File: config.mk
export PLATFORM = sky130hd
export DESIGN_NAME = vga_sync_gen
export DESIGN_NICKNAME = d
export VERILOG_FILES = /design/src/rtl/vga_sync_gen.sv
export SDC_FILE = /design/constraint.sdc
export NUM_CORES = 1
export LEC_CHECK = 0
export ABC_AREA = 1
export CORE_ASPECT_RATIO = 1.75
export CORE_UTILIZATION = 25
export DETAILED_ROUTE_END_ITERATION = 10
export HOLD_SLACK_MARGIN = 0.05
export SLEW_MARGIN = 20
export SYNTH_ARGS = -nofsm -noshare
export SYNTH_HDL_FRONTEND = slang
export SYNTH_SLANG_ARGS = --single-unit
export TNS_END_PERCENT = 50
File: constraint.sdc
create_clock -name clk -period 2.5 [get_ports clk]
set_input_delay 0.5 -clock clk [delete_from_list [all_inputs] [get_ports clk]]
set_output_delay 0.5 -clock clk [all_outputs]
set_load 0.02 [all_outputs]
File: src/rtl/vga_sync_gen.sv
// rtl/vga_sync_gen.sv - VGA raster timing: pixel-enable divider, h/v counters, sync decodes
module vga_sync_gen #(
  parameter int CLK_DIV   = 4,
  parameter int H_DISPLAY = 640,
  parameter int H_FRONT   = 16,
  parameter int H_SYNC    = 96,
  parameter int H_BACK    = 48,
  parameter int V_DISPLAY = 480,
  parameter int V_FRONT   = 10,
  parameter int V_SYNC    = 2,
  parameter int V_BACK    = 33
) (
  input  logic       clk,
  input  logic       reset_n,
  output logic       hsync,
  output logic       vsync,
  output logic       video_on,
  output logic       p_tick,
  output logic [9:0] pixel_x,
  output logic [9:0] pixel_y,
  output logic       frame_start
);

  localparam int H_TOTAL = H_DISPLAY + H_FRONT + H_SYNC + H_BACK;
  localparam int V_TOTAL = V_DISPLAY + V_FRONT + V_SYNC + V_BACK;
  localparam int DIV_W   = (CLK_DIV > 1) ? $clog2(CLK_DIV) : 1;

  localparam logic [DIV_W-1:0] DIV_MAX = DIV_W'(CLK_DIV - 1);
  localparam logic [9:0] H_MAX    = 10'(H_TOTAL - 1);
  localparam logic [9:0] V_MAX    = 10'(V_TOTAL - 1);
  localparam logic [9:0] H_VIS    = 10'(H_DISPLAY);
  localparam logic [9:0] V_VIS    = 10'(V_DISPLAY);
  localparam logic [9:0] HS_START = 10'(H_DISPLAY + H_FRONT);
  localparam logic [9:0] HS_END   = 10'(H_DISPLAY + H_FRONT + H_SYNC - 1);
  localparam logic [9:0] VS_START = 10'(V_DISPLAY + V_FRONT);
  localparam logic [9:0] VS_END   = 10'(V_DISPLAY + V_FRONT + V_SYNC - 1);

  logic [DIV_W-1:0] div_cnt;
  logic [9:0]       x_next;
  logic [9:0]       y_next;
  logic             last_pixel;
  logic             hsync_next;
  logic             vsync_next;
  logic             video_on_next;

  assign p_tick     = (div_cnt == DIV_MAX);
  assign last_pixel = (pixel_x == H_MAX) && (pixel_y == V_MAX);

  // Decodes are taken from the next counter values so they land in the same
  // register update as pixel_x/pixel_y and never lag them.
  always_comb begin
    x_next = pixel_x + 10'd1;
    y_next = pixel_y;
    if (pixel_x == H_MAX) begin
      x_next = '0;
      y_next = (pixel_y == V_MAX) ? '0 : pixel_y + 10'd1;
    end
    hsync_next    = !((x_next >= HS_START) && (x_next <= HS_END));
    vsync_next    = !((y_next >= VS_START) && (y_next <= VS_END));
    video_on_next = (x_next < H_VIS) && (y_next < V_VIS);
  end

  always_ff @(posedge clk) begin
    if (!reset_n) begin
      div_cnt     <= '0;
      pixel_x     <= '0;
      pixel_y     <= '0;
      hsync       <= 1'b1;
      vsync       <= 1'b1;
      video_on    <= 1'b1;
      frame_start <= 1'b0;
    end else begin
      div_cnt     <= p_tick ? '0 : div_cnt + 1'b1;
      frame_start <= p_tick && last_pixel;
      if (p_tick) begin
        pixel_x  <= x_next;
        pixel_y  <= y_next;
        hsync    <= hsync_next;
        vsync    <= vsync_next;
        video_on <= video_on_next;
      end
    end
  end

endmodule

== Word-level counts from Yosys, hierarchy flattened ==
Index checks and enable logic that the tools add are counted.
Operators by class
  bitwise operators: 1
  magnitude comparators: 6
  reductions and logical operators: 8
  equality and inequality tests: 3
  mux-type cells: 3
  add/sub/neg operators: 3
Operators by type and width (number)
  $mux 10: 3
  $add 10x1->10 const B: 2
  $eq 10x10->1 const B: 2
  $ge 10x10->1 const B: 1
  $ge 10x9->1 const B: 1
  $le 10x10->1 const B: 1
  $le 10x9->1 const B: 1
  $lt 10x10->1 const B: 1
  $lt 10x9->1 const B: 1
  $logic_and 1x1->1: 5
  $add 2x1->2 const B: 1
  $eq 2x2->1 const B: 1
  $logic_not 1->1: 2
  $reduce_or 2->1: 1
  $not 1->1: 1
Storage, ports and cells
  input bits: 2
  word-level logic and storage cells: 31
  flip-flop bits (word level): 26
  output and inout port bits: 25

== Depth between registers and ports, before layout ==
  depth in word-level cells: 6
  depth in mapped cells: 14
  gate-level depth less buffers: 14

== Worst setup path after synthesis ==
OpenSTA, ideal clock, no wires.
  kind: flip-flop to flip-flop
  from: reg pixel_x[1]
  to: reg video_on
  data required time: 2.383 ns
  clock period less this slack: 1.807 ns
  arrival time: 1.690 ns
  cell stages (with the launch flop): 13
  library setup time: 0.117 ns
  slack: 0.693 ns
  path buffers: 0
  path through: dfxtp_1 > ha_1 > nand2_2 > nor2_8 > nand3_4 > nor2_2 > nand3_1 > nand2_1 > nand2_1 > nor2_2 > inv_1 > nand2_1 > nand2_1
On the way
  word-level cells in the longest chain between the ends: 4
  elaborated cells between the ends (all ways): 7
  classes of those cells: add/sub: 1; order compare: 2; eq/ne: 1; mux: 2; reduce/logical: 1
RTL lines
  start, declared: RTL line 19  | output logic [9:0] pixel_x,
  start signal, assigned: RTL line 76  | pixel_x <= x_next;
  $add 10x1->10 or $eq 10x10->1 (tied branches): RTL line 52, 54
  $mux 10: RTL line 54  | if (pixel_x == H_MAX) begin
  $lt 10x10->1 or $lt 10x9->1 (tied branches): RTL line 60  | video_on_next = (x_next < H_VIS) && (y_next < V_VIS);
  $logic_and 1x1->1 *: RTL line 60
  end signal, assigned: RTL line 80  | video_on <= video_on_next;
  end, declared: RTL line 17  | output logic video_on,
Every way passes the cells marked *; elsewhere a longest branch is shown, timed or not.
A chain may end at the register's enable or synchronous reset.

== Worst setup path in the final report ==
  from: reg div_cnt[0]
  to: out p_tick
On the way
  word-level cells in the longest chain between the ends: 1
RTL lines
  start, declared: RTL line 38  | logic [DIV_W-1:0] div_cnt;
  start signal, assigned: RTL line 73  | div_cnt <= p_tick ? '0 : div_cnt + 1'b1;
  $eq 2x2->1: RTL line 46  | assign p_tick = (div_cnt == DIV_MAX);
  end, declared: RTL line 18  | output logic p_tick,
Every way passes these cells.

==> summary.md <==
| Metric | Value |
|---|---|
| Clk_lat worst skew | `0.27 ns` |
| CTS tree | `done` |
| Vias in the first global route | `1,577` |
| Power density over the cells | `418.1 nW/um^2` |
| Comb pwr share | `0.055` |
| Fmax | `496.9 MHz` |
| CP Capture Type | `output port` |
| HP Start | `div_cnt[0]$_SDFF_PP0_` |
| Setup violators final | `0` |
| CP Launch Type | `register` |
| Fillers | `696` |
| First-pass GRT wire length | `7293 um` |
| Synth area leader | `dfxtp_1` |
| Unrepaired setup endpoints after global routing | `no` |
| Internal power | `651.3 uW` |
| Clock Path Buffers | `2` |
| Overall routed net length | `4444 um` |
| Port bufs | `26` |
| Worst-Margin Slew | `0.7337 ns` |
| Final Power | `825.4 uW` |
| Initial antenna violation count | `0` |
| Final Hold Fails | `0` |
| Max Clock Skew | `0.003052 ns` |
| Setup crit start | `div_cnt[0]$_SDFF_PP0_` |
| Die Ht | `105.9 um` |
| Setup bufs post-CTS | `0` |
| GR Overflow Total | `0` |
| Ranking of synthesized cells by area | `dfxtp_1 34%, nand2_1 17%, inv_1 8.5%` |
| Hold Crit Class | `register to register` |
| Number of H-tree levels | `1` |
| Min Clock Period, post-route | `2.013 ns` |
| Share of cells above drive strength 1 | `0.07090` |
| Worst-path maximum fanout | `6` |
| Clk pin slew, worst setup/hold paths | `0.10 ns` |
| Critical path, cell by cell | `ha_1, clkdlybuf4s50_1` |
| Row Count | `37` |
| Crit path kind | `register to output port` |
| Post-synth top flop | `dfxtp_1` |
| Status | `finished, final reports clean` |
| #FFs+latches synth | `26` |
| Switching Share | `0.2110` |
| Post_cts resized | `0` |
| First-pass DRT Iterations | `7` |
| Part of the Yosys area used for sequential elements | `0.3377` |
| CTS sink cnt | `26` |
| Post-route setup TNS | `0 ns` |
| Distinct cells, synth | `23` |
| Net Sw Power | `174.1 uW` |
| Fin crit share | `0.8050` |
| Top delay family on crit path | `buffers and inverters` |
| FFs w/ async S/R, synth | `0` |
| Starting density of the core | `0.2601` |
| Mapped Nets | `246` |
| Routed Antenna Nets | `0` |
| Pins over their slew limit | `0` |
| Clock network fraction of design power | `0.432` |
| Sequential share of power | `0.513` |
| Die Area | `6496 um^2` |
| Drt via density | `4.728` |
| Cells after synthesis | `239` |
| Worst VDD drop | `0.1584 mV` |
| Required time worst endpoint | `2.00 ns` |
| Remaining DRCs | `0` |
| CTS Root Cell | `clkbuf_8` |
| Largest net degree at the start of global routing | `22` |
| CORE AREA | `5926 um^2` |
| Post-synth EDFFs | `0` |
| Synthesized cell area | `1541 um^2` |
| Slew headroom | `0.5097` |
| Synthesis-to-layout area growth | `28.08%` |
| Total track usage | `0.1497` |
| # Max-Cap Violations | `0` |
| GP Congestion | `0.8766` |
| Reg2reg start | `pixel_x[1]$_SDFFE_PN0P_` |
| # IOs | `27` |
| CP max stage delay | `0.64 ns` |
| DR WL/cell | `12.84 um` |
| Vias | `1,636` |
| Post-cts hold buffer count | `0` |
| Ant. Diodes | `0` |
| Ys Warns | `0` |
| Share of the synthesized area in the top cell type | `0.3377` |
| Avg Cell Area, Syn | `6.450 um^2` |
| Pleak | `0.8058 nW` |
| Die width | `61.36 um` |
| Initial DRC Count | `99` |
| Layout Nets | `276` |
| Hpwl dp | `3483 um` |
| Buf/Inv on CP | `1` |
| Worst Path Arrival | `1.51 ns` |
| Slowest CP cell | `clkdlybuf4s50_1` |
| CTS Buf Count | `3` |
| Finished Core Util | `0.3332` |
-- cell families after synthesis --
| group | Yosys count | synth area share |
|---|---|---|
| compound gates | 30 | 0.1136 |
| xor+xnor | 2 | 0.01624 |
| fa+ha+maj | 5 | 0.04058 |
| buf+inv | 40 | 0.09741 |
| flops | 26 | 0.3377 |
| simple gates | 136 | 0.3945 |
-- flip-flops by register name, indices dropped and copies added, names as in the netlist --
register	count
video_on	1
pixel_y	10
pixel_x	10
hsync	1
div_cnt	2
vsync	1
frame_start	1
-- metal layers --
layer	GRT usage	vias up	wire, um
met4	0.05397	0	103
met1	0.1608	769	1689
met3	0.01104	6	116
met2	0.2849	39	2535
li1	-	822	-
met5	0	-	0
-- cell usage in the layout, fill, tap and decap left out, types with 2 or more instances in the layout --
cell type | netlist | final
nand2_1 | 71 | 71
inv_1 | 35 | 35
nor2_1 | 29 | 29
dfxtp_1 | 26 | 26
clkdlybuf4s50_1 | 0 | 26
nand3_1 | 18 | 18
o21ai_0 | 12 | 12
o22ai_1 | 9 | 9
nand4_1 | 6 | 6
nor2_2 | 5 | 5
a21oi_1 | 5 | 5
ha_1 | 5 | 5
o32ai_1 | 3 | 3
clkbuf_8 | 0 | 3
nand2_2 | 2 | 2
inv_2 | 2 | 2
buf_4 | 0 | 2
-- worst register-to-register path: stages (launching register included) --
cell	delay, ns
dfxtp_1	0.41
ha_1	0.23
nand2_2	0.13
nor2_8	0.19
nand3_4	0.15
nor2_2	0.19
nand3_1	0.09
nand2_1	0.10
nand2_1	0.06
nor2_2	0.13
inv_1	0.05
nand2_1	0.06
nand2_1	0.04
-- Yosys cell counts (2+ instances only) --
cell type	n
ha_1	5
o22ai_1	9
dfxtp_1	26
nand2_2	2
o32ai_1	3
nor2_2	5
nand3_1	18
clkbuf_1	3
nand2_1	71
inv_2	2
o21ai_0	12
nor2_1	29
a21oi_1	5
inv_1	35
nand4_1	6
-- power groups by stage --
stage | clock [mW] | sequential, mW | combinational (mW)
finish | 0.356 | 0.424 | 0.0453
global route | 0.384 | 0.425 | 0.0510
CTS | 0.365 | 0.424 | 0.0460
detailed placement | 0 | 0.434 | 0.0457
global placement | 0 | 0.433 | 0.0456
floorplan | 0 | 0.436 | 0.0247
-- worst paths after layout --
check	slack [ns]	endpoint	cells after the start
min reg2reg	0.43	div_cnt[0]$_SDFF_PP0_	1
max	0.49	p_tick	2
min	0.43	div_cnt[0]$_SDFF_PP0_	1
max reg2reg	0.58	video_on$_SDFFE_PN1P_	12
-- per-stage QoR --
step | worst slack, ns | cells | hold slack (ns) | cell area, um^2
floorplan | 0.6935 | 239 | 0.3992 | 1541
global placement | 0.5143 | 342 | 0.4070 | 1903
detailed placement | 0.5324 | 342 | 0.4216 | 1903
CTS | 0.4675 | 346 | 0.4309 | 1974
global route | 0.3891 | 346 | 0.4475 | 1974
finish | 0.4874 | 346 | 0.4269 | 1974
-- layout make-up --
type                    count  area (um^2)  share of cell area
clock buffers               3        41.29             0.02091
clock inverters             1        30.03             0.01521
inverters                  37        138.9             0.07034
multi-input cells         173        870.8              0.4411
flip-flops and latches     26        520.5              0.2636
well taps                  78        97.59             0.04943
repair buffers             28        275.3              0.1394
(Power assumes the default switching activity.)
